## src/rtl/hdc_class_pkg.sv

```systemverilog
// hdc_class_pkg: shared sizes, frame type and loader FSM states for the class-hypervector store.
package hdc_class_pkg;
  localparam int HV_FRAME_W       = 64;
  localparam int NUM_CLASSES      = 8;
  localparam int FRAMES_PER_CLASS = 3;
  localparam int CLASS_ID_W       = 3;
  localparam int FRAME_IDX_W      = 2;
  typedef logic [HV_FRAME_W-1:0] frame_t;
  typedef enum logic [1:0] {IDLE, CLEAR, LOAD, DONE} state_t;
endpackage

```

## src/rtl/class_hvec_slot_mem.sv

```systemverilog
// class_hvec_slot_mem: flop array of class frames, one sync write port, bulk clear, comb read.
module class_hvec_slot_mem
  import hdc_class_pkg::*;
(
  input  logic                   clk,
  input  logic                   clr_i,
  input  logic                   we_i,
  input  logic [CLASS_ID_W-1:0]  wcls_i,
  input  logic [FRAME_IDX_W-1:0] wfrm_i,
  input  logic [HV_FRAME_W-1:0]  wdata_i,
  input  logic [CLASS_ID_W-1:0]  rcls_i,
  input  logic [FRAME_IDX_W-1:0] rfrm_i,
  output logic [HV_FRAME_W-1:0]  rdata_o
);
  frame_t mem_q [NUM_CLASSES][FRAMES_PER_CLASS];
  always_ff @(posedge clk) begin
    if (clr_i) begin
      for (int c = 0; c < NUM_CLASSES; c++)
        for (int f = 0; f < FRAMES_PER_CLASS; f++)
          mem_q[c][f] <= '0;
    end else if (we_i) begin
      mem_q[wcls_i][wfrm_i] <= wdata_i;
    end
  end
  // Unpopulated id/index combinations read as zero rather than aliasing a real slot.
  assign rdata_o = (int'(rcls_i) < NUM_CLASSES && int'(rfrm_i) < FRAMES_PER_CLASS)
                   ? mem_q[rcls_i][rfrm_i] : '0;
endmodule

```

## src/rtl/class_hvec_loader.sv

```systemverilog
// class_hvec_loader: loads class hypervector frames from a valid/ready stream into the slot store.
// Define CLASS_HVEC_CLEAR_EN to zero every slot in a CLEAR pass before each load.
module class_hvec_loader
  import hdc_class_pkg::*;
(
  input  logic                   clk,
  input  logic                   rst_n,
  input  logic                   start,
  input  logic                   abort,
  input  logic                   in_valid,
  output logic                   in_ready,
  input  logic [HV_FRAME_W-1:0]  in_data,
  output logic                   busy,
  output logic                   done,
  input  logic [CLASS_ID_W-1:0]  frame_id,
  input  logic [FRAME_IDX_W-1:0] frame_index,
  output logic [HV_FRAME_W-1:0]  class_vec_out
);
`ifdef CLASS_HVEC_CLEAR_EN
  localparam state_t FIRST = CLEAR;
`else
  localparam state_t FIRST = LOAD;
`endif
  state_t state_q, state_d;
  logic [CLASS_ID_W-1:0] cls_q, cls_d, cls_nx;
  logic [FRAME_IDX_W-1:0] frm_q, frm_d, frm_nx;
  logic last_frm, last_slot, we;
  frame_t wdata;
  assign last_frm  = frm_q == FRAME_IDX_W'(FRAMES_PER_CLASS - 1);
  assign last_slot = last_frm && cls_q == CLASS_ID_W'(NUM_CLASSES - 1);
  assign frm_nx    = last_frm ? '0 : frm_q + 1'b1;
  assign cls_nx    = last_slot ? '0 : last_frm ? cls_q + 1'b1 : cls_q;
  always_comb begin
    state_d = state_q;
    cls_d   = cls_q;
    frm_d   = frm_q;
    we      = 1'b0;
    wdata   = in_data;
    case (state_q)
      IDLE: if (start && !abort) begin
        state_d = FIRST;
        cls_d   = '0;
        frm_d   = '0;
      end
      CLEAR: if (abort) state_d = IDLE;
      else begin
        we      = 1'b1;
        wdata   = '0;
        cls_d   = cls_nx;
        frm_d   = frm_nx;
        state_d = last_slot ? LOAD : CLEAR;
      end
      LOAD: if (abort) state_d = IDLE;
      else if (in_valid) begin
        we      = 1'b1;
        cls_d   = cls_nx;
        frm_d   = frm_nx;
        state_d = last_slot ? DONE : LOAD;
      end
      DONE: state_d = IDLE;
    endcase
  end
  always_ff @(posedge clk) begin
    if (!rst_n) begin
      state_q <= IDLE;
      cls_q   <= '0;
      frm_q   <= '0;
    end else begin
      state_q <= state_d;
      cls_q   <= cls_d;
      frm_q   <= frm_d;
    end
  end
  assign in_ready = state_q == LOAD;
  assign busy     = state_q == CLEAR || state_q == LOAD;
  assign done     = state_q == DONE;
  class_hvec_slot_mem u_mem (
    .clk     (clk),
    .clr_i   (!rst_n),
    .we_i    (we),
    .wcls_i  (cls_q),
    .wfrm_i  (frm_q),
    .wdata_i (wdata),
    .rcls_i  (frame_id),
    .rfrm_i  (frame_index),
    .rdata_o (class_vec_out)
  );
endmodule

```

## config.mk

```make
export PLATFORM = sky130hd
export DESIGN_NAME = class_hvec_loader
export DESIGN_NICKNAME = d
export VERILOG_FILES = /design/src/rtl/hdc_class_pkg.sv /design/src/rtl/class_hvec_slot_mem.sv /design/src/rtl/class_hvec_loader.sv
export SDC_FILE = /design/constraint.sdc
export NUM_CORES = 2
export LEC_CHECK = 0
export BUFFER_PORTS_ARGS = -buffer_cell sky130_fd_sc_hd__buf_2
export CORE_ASPECT_RATIO = 0.5
export CORE_UTILIZATION = 64
export CTS_BUF_LIST = sky130_fd_sc_hd__clkbuf_8 sky130_fd_sc_hd__clkbuf_16
export DETAILED_ROUTE_END_ITERATION = 7
export GPL_ROUTABILITY_DRIVEN = 1
export PLACE_DENSITY = 0.81
export SETUP_SLACK_MARGIN = 0.1
export SLEW_MARGIN = 40
export SYNTH_ARGS = -nofsm -noshare
export SYNTH_HDL_FRONTEND = slang
export SYNTH_SLANG_ARGS = --single-unit
```

## constraint.sdc

```tcl
create_clock -name clk -period 8.95 [get_ports clk]
set_clock_uncertainty 0.15 [all_clocks]
set_input_delay 0.895 -clock clk [delete_from_list [all_inputs] [get_ports clk]]
set_output_delay 0.895 -clock clk [all_outputs]
set_load 0.005 [all_outputs]
```

After elaboration in Yosys (flattened, before gate mapping)
Memory sizes are Yosys's and may differ from the RTL's.
Cells that the tools add are included.
Storage, ports and cells
  output and inout port bits: 67
  memories kept: 1
  bits in latches: 0
  bits in registers: 7
  input bits: 74
  RAM bits: 1536
  memory bits (read-only): 0
Operators by class
  bitwise gates (word level): 2
  $add $sub $neg: 2
  magnitude comparators: 4
  muxes and demuxes: 39
  $mul: 0
  div/mod/pow operators: 0
  shifts and indexed selects: 0
  equal/unequal tests: 10
  reductions and logical operators: 10
Memory list
  u_mem.mem_q: words 8, width 192, rd ports 1, clocked after Yosys merged registers in 0, wr ports 8, line class_hvec_slot_mem.sv:15  | frame_t mem_q [NUM_CLASSES][FRAMES_PER_CLASS];
Operators by type and width (number)
  $mux W192: 3
  $mux W64: 6
  $reduce_or A192 Y1: 1
  $bmux W64 S2: 1
  $demux W64 S2: 1
  $mux W3: 7
  $mux W2: 10
  $pmux W3 S3: 1
  $ne A2 B2 Y1 const B: 4
  $pmux W2 S4: 1
  $mux W1: 7
  $eq A2 B2 Y1 const B: 3
  $ge A3 B3 Y1 const B: 2
  $not A2 Y3: 2
  $pmux W2 S3: 1
  $reduce_and A5 Y1: 1
  $add A3 B1 Y3 const B: 1
  $eq A3 B3 Y1 const B: 1
  $logic_and A1 B1 Y1: 3
  $lt A3 B1 Y1 const B: 1
  $ne A3 B3 Y1 const B: 1
  $reduce_bool A3 Y1: 1
  $add A2 B1 Y2 const B: 1
  $eq A2 B1 Y1 const B: 1
  6 further kinds: 6

Depth between registers and ports, before layout
  word-level depth: 8
  depth in mapped cells: 8
  gate-level depth less buffers: 6

Cells and area by module
A second synthesis with hierarchy kept.
Unflattened totals
  cell total of the unflattened synthesis: 4397
  area, all modules: 70092.2 um^2
Modules (own cells, without submodules)
  class_hvec_slot_mem: sequential area each 46124.2 um^2, area each 69165.1 um^2, instances 1, cells each 4269
  class_hvec_loader: sequential area each 140.1 um^2, area each 927.1 um^2, instances 1, cells each 128

Worst setup path before layout
OpenSTA, ideal clock, no wires.
  kind: in2reg
  start point: input port rst_n
  end point: memory u_mem.mem_q[5][100] (netlist bit), enable pin
  data required time: 8377 ps
  slack: 4969 ps
  arrival: 3408 ps
  stages on the path: 7
  path buffers: 3
  cells stage by stage: clkbuf_2 -> nand3b_2 -> nor4b_4 -> nand2_1 -> clkbuf_1 -> buf_2 -> nand2_1
RTL lines
  start: declaration: line class_hvec_loader.sv:7  | input logic rst_n,
  end: declaration: line class_hvec_slot_mem.sv:15

Worst setup path in the final report
  start point: input port frame_id[1]
  end point: output port class_vec_out[2]
On the way
  longest elaborated chain between the ends: 5
RTL lines
  start: declaration: line class_hvec_loader.sv:15  | input logic [CLASS_ID_W-1:0] frame_id,
  $mem_v2 Z8 W192
  $bmux W64 S2: line class_hvec_slot_mem.sv:27  | ? mem_q[rcls_i][rfrm_i] : '0;
  $mux W64 (implied by the code) (2 in series): line class_hvec_slot_mem.sv:27
  $mux W64: line class_hvec_slot_mem.sv:27
  end: declaration: line class_hvec_loader.sv:17  | output logic [HV_FRAME_W-1:0] class_vec_out
Every way passes these cells. The select of a mux whose other input is x is not followed.

==> flow_summary.toml <==
[critical_path]
setup.worst_path.end = "class_vec_out[2]"
end_kind = "primary output"
crit_path_max_incr_delay_ns = 0.60
critPathLaunch = "frame_id[1]"
r2r_cells = 7
r2r_setup_slack_ns = 4.55
critPathLaunchType = "input pin"
critPathArrivalTime_ns = 3.94
critical-path-slowest-cell = "mux4_2"
r2r_end = "u_mem.mem_q[3][135]"
crit_chain = "buf_8 > buf_12 > buf_16 > mux4_2 > mux2_2 > nand2_1 > o211ai_1 > buf_2"
worstPathMaxFanout = 83
worst-setup-path-type = "in2out"
cp.depth = 8
critPathBufInv = 4
r2r_start = "state_q[0]"
critPathTopFamily = "buffers and inverters"
required_ns = 7.91

[timing]
slew-limit-headroom_pct = 37.5
post-route-period-util_pct = 55.7
tightest_slew_ns = 0.938
setup_ws_ns = 3.96
rsz0062_at_grt = "no"
timing.fmax_mhz = 200
setup-violations-final = 0
tns_ns = 0
holdWs_ns = 0.381
finalCriticalPeriod_ns = 4.99
slew_violations = 0
hold_violations = 0

[clock_tree]
ctsHoldBuffers = 0
cts_root_buf = "clkbuf_16"
cts_made_buffers = 132
cts_tree = "built"
h-tree-depth = 4
cts_setup_buffers = 0
clkSlewWorstSetupHoldPaths_ns = 0.07
cts.sinks = 1543
ctsLongestPathBuffers = 3
cts_resized = 0
clk_latency_ns = 0.75

[finish]
multi_input_area_mm2 = 0.0185
syn2layout_area_growth_pct = 8.95
n_fill_cell = 5743
seqCellArea_mm2 = 0.0463
n_antenna_cell = 0
finalNetCount = 4393
finalNonFillerCells = 5752
drive_above_1_share_pct = 21.0

[die]
die_w_um = 457
num_io_pins = 141
fp.dieH_um = 229
initial_core_util_pct = 65.3
die-area_mm2 = 0.105
coreArea_mm2 = 0.101
fp-row-count = 82

[global_routing]
antenna_found_initial = 0
top_usage_layer = "met2"
track_usage_pct = 34.9
gr-usage-met2_pct = 55.0
grt_pass1_vias = 40900
grt_overflow_total = 0
grt.met1_usage_pct = 47.5
grt_use_met3_pct = 7.49
grt_max_degree = 97
grt_pass1_wl_mm = 263

[place]
placedCellCount = 5518
gp_congestion = 0.782
dp_slack_ns = 3.85
hpwl_mm = 91.2
io_buffers = 140

[power]
pwr-share-comb_pct = 6.9
pwr_density_cell_mw_per_mm2 = 206
power.switching_mw = 3.34
p_seq_share_pct = 55.6
internal_power_mw = 11.5
leakage_nw = 25.7
clockPowerShare_pct = 37.5
switching_share_pct = 22.5
irDropWorstVdd_mv = 0.119

[worst_hold_path]
min_from = "abort"
hold-path-cell-count = 3
hold_class = "in2reg"

[logic_synthesis]
ys_ff_latch = 1543
synthesis.nets = 4480
yosysTopAreaCellShare_pct = 69.7
synth_warnings = 0
ys_types = 39
synth_area_leaders = "edfxtp_1 70%, mux4_2 13%, nor2_1 8.7%"
synth_edf_count = 1536
yosysMostFrequentCell = "nor2_1"
postSynthCellCount = 4398
synthFlopType = "edfxtp_1"
synth_area_mm2 = 0.0661
yosysTopAreaCell = "edfxtp_1"
ys_top_cells_by_count = "1541 x nor2_1, 1536 x edfxtp_1, 384 x mux4_2, 190 x clkbuf_1, 188 x buf_2"
synth_area_per_cell_um2 = 15.0
async_reset_ff_share_pct = 0
seq_area_frac_synth_pct = 69.9

[run]
max-cap-violations = 0

[detailed_routing]
routed_wl_mm = 179
num_vias = 40300
wl_per_cell_um = 31.2
dr.pass1.iters = 8
drc = 0
routed_via_density = 7.00
drt_iter0_markers = 7061
postRouteAntennaNets = 0

[outcome]
run_status = "finished, final reports clean"
## cell usage in the layout (no fill, tap or decap), types with 6 or more instances in the layout
master and n:
edfxtp_1 1536, nand2_1 92, a21oi_1 8, nand2_8 8, nor2_1 1539, buf_4 30
clkbuf_16 138, buf_12 7, bufinv_16 6, o211ai_1 63, clkinv_1 32, inv_1 39
buf_16 6, clkinv_2 11, buf_6 29, clkinvlp_4 6, mux2_2 64, buf_2 136
mux2i_1 65, mux4_2 384, nand2_2 39, ha_1 8, nand2_4 41, a22oi_1 64
dfxtp_1 7
## power groups by stage
stage          clock, mW  combinational (mW)  sequential, mW
3_3_place_gp           0               0.971            8.37
5_1_grt             5.82                1.06            8.25
4_1_cts             5.52                1.01            8.24
3_5_place_dp           0               0.999            8.39
6_report            5.56                1.03            8.24
2_1_floorplan          0               0.656            8.37
## how the worst min path moves through the flow
stage	to	slack [ns]
2_1_floorplan	state_q[0]	0.34
3_3_place_gp	state_q[0]	0.36
3_5_place_dp	frm_q[0]	0.41
4_1_cts	state_q[0]	0.34
5_1_grt	state_q[0]	0.40
6_report	state_q[0]	0.38
## per-stage QoR
step	utilization, %	power [mW]	area [um2]
6_report	71.2	14.8	72100
5_1_grt	71.2	15.1	72100
4_1_cts	71.0	14.8	71900
3_5_place_dp	67.0	9.39	67900
3_3_place_gp	66.6	9.34	67500
2_1_floorplan	-	9.03	66100
## state kept, by name, indices dropped and copies added, names as in the netlist
| register | cells |
|---|---|
| u_mem.mem_q | 1536 |
| cls_q | 3 |
| frm_q | 2 |
| state_q | 2 |
## cells by family (layout without fill, tap and decap cells)
| logic type | Yosys count | count (layout) | share of synthesized area (%) |
|---|---|---|---|
| adder cells (fa/ha/maj) | 8 | 8 | 0.151 |
| AO/OA/AOI/OAI | 147 | 147 | 1.63 |
| AND/OR/NAND/NOR | 1748 | 1748 | 10.1 |
| flip-flops | 1543 | 1543 | 69.9 |
| buffers and inverters | 439 | 449 | 3.02 |
| multiplexers | 513 | 513 | 15.1 |
## routing by layer
metal / part of all wire [%] / wire length, um
met1: 33 / 59800
met2: 48 / 85900
met3: 15 / 26100
met4: 4.2 / 7620
met5: 0 / 0
## cell type report
cell class,count,share of cell area [%]
flip-flops and latches,1543,64.2
multi-input cells,2416,25.6
clock buffers,138,4.79
well taps,1344,2.33
repair buffers,213,2.23
clock inverters,93,0.795
inverters,5,0.0260
## worst register-to-register path, delay by kind of cell (launching register included)
kind                       cells  cell delay [ns]
DFF                            1             0.43
and+or+nand+nor                4             2.15
adders and majority gates      1             0.45
buffers and inverters          2             0.81
Power figures use the tool's default switching activity.
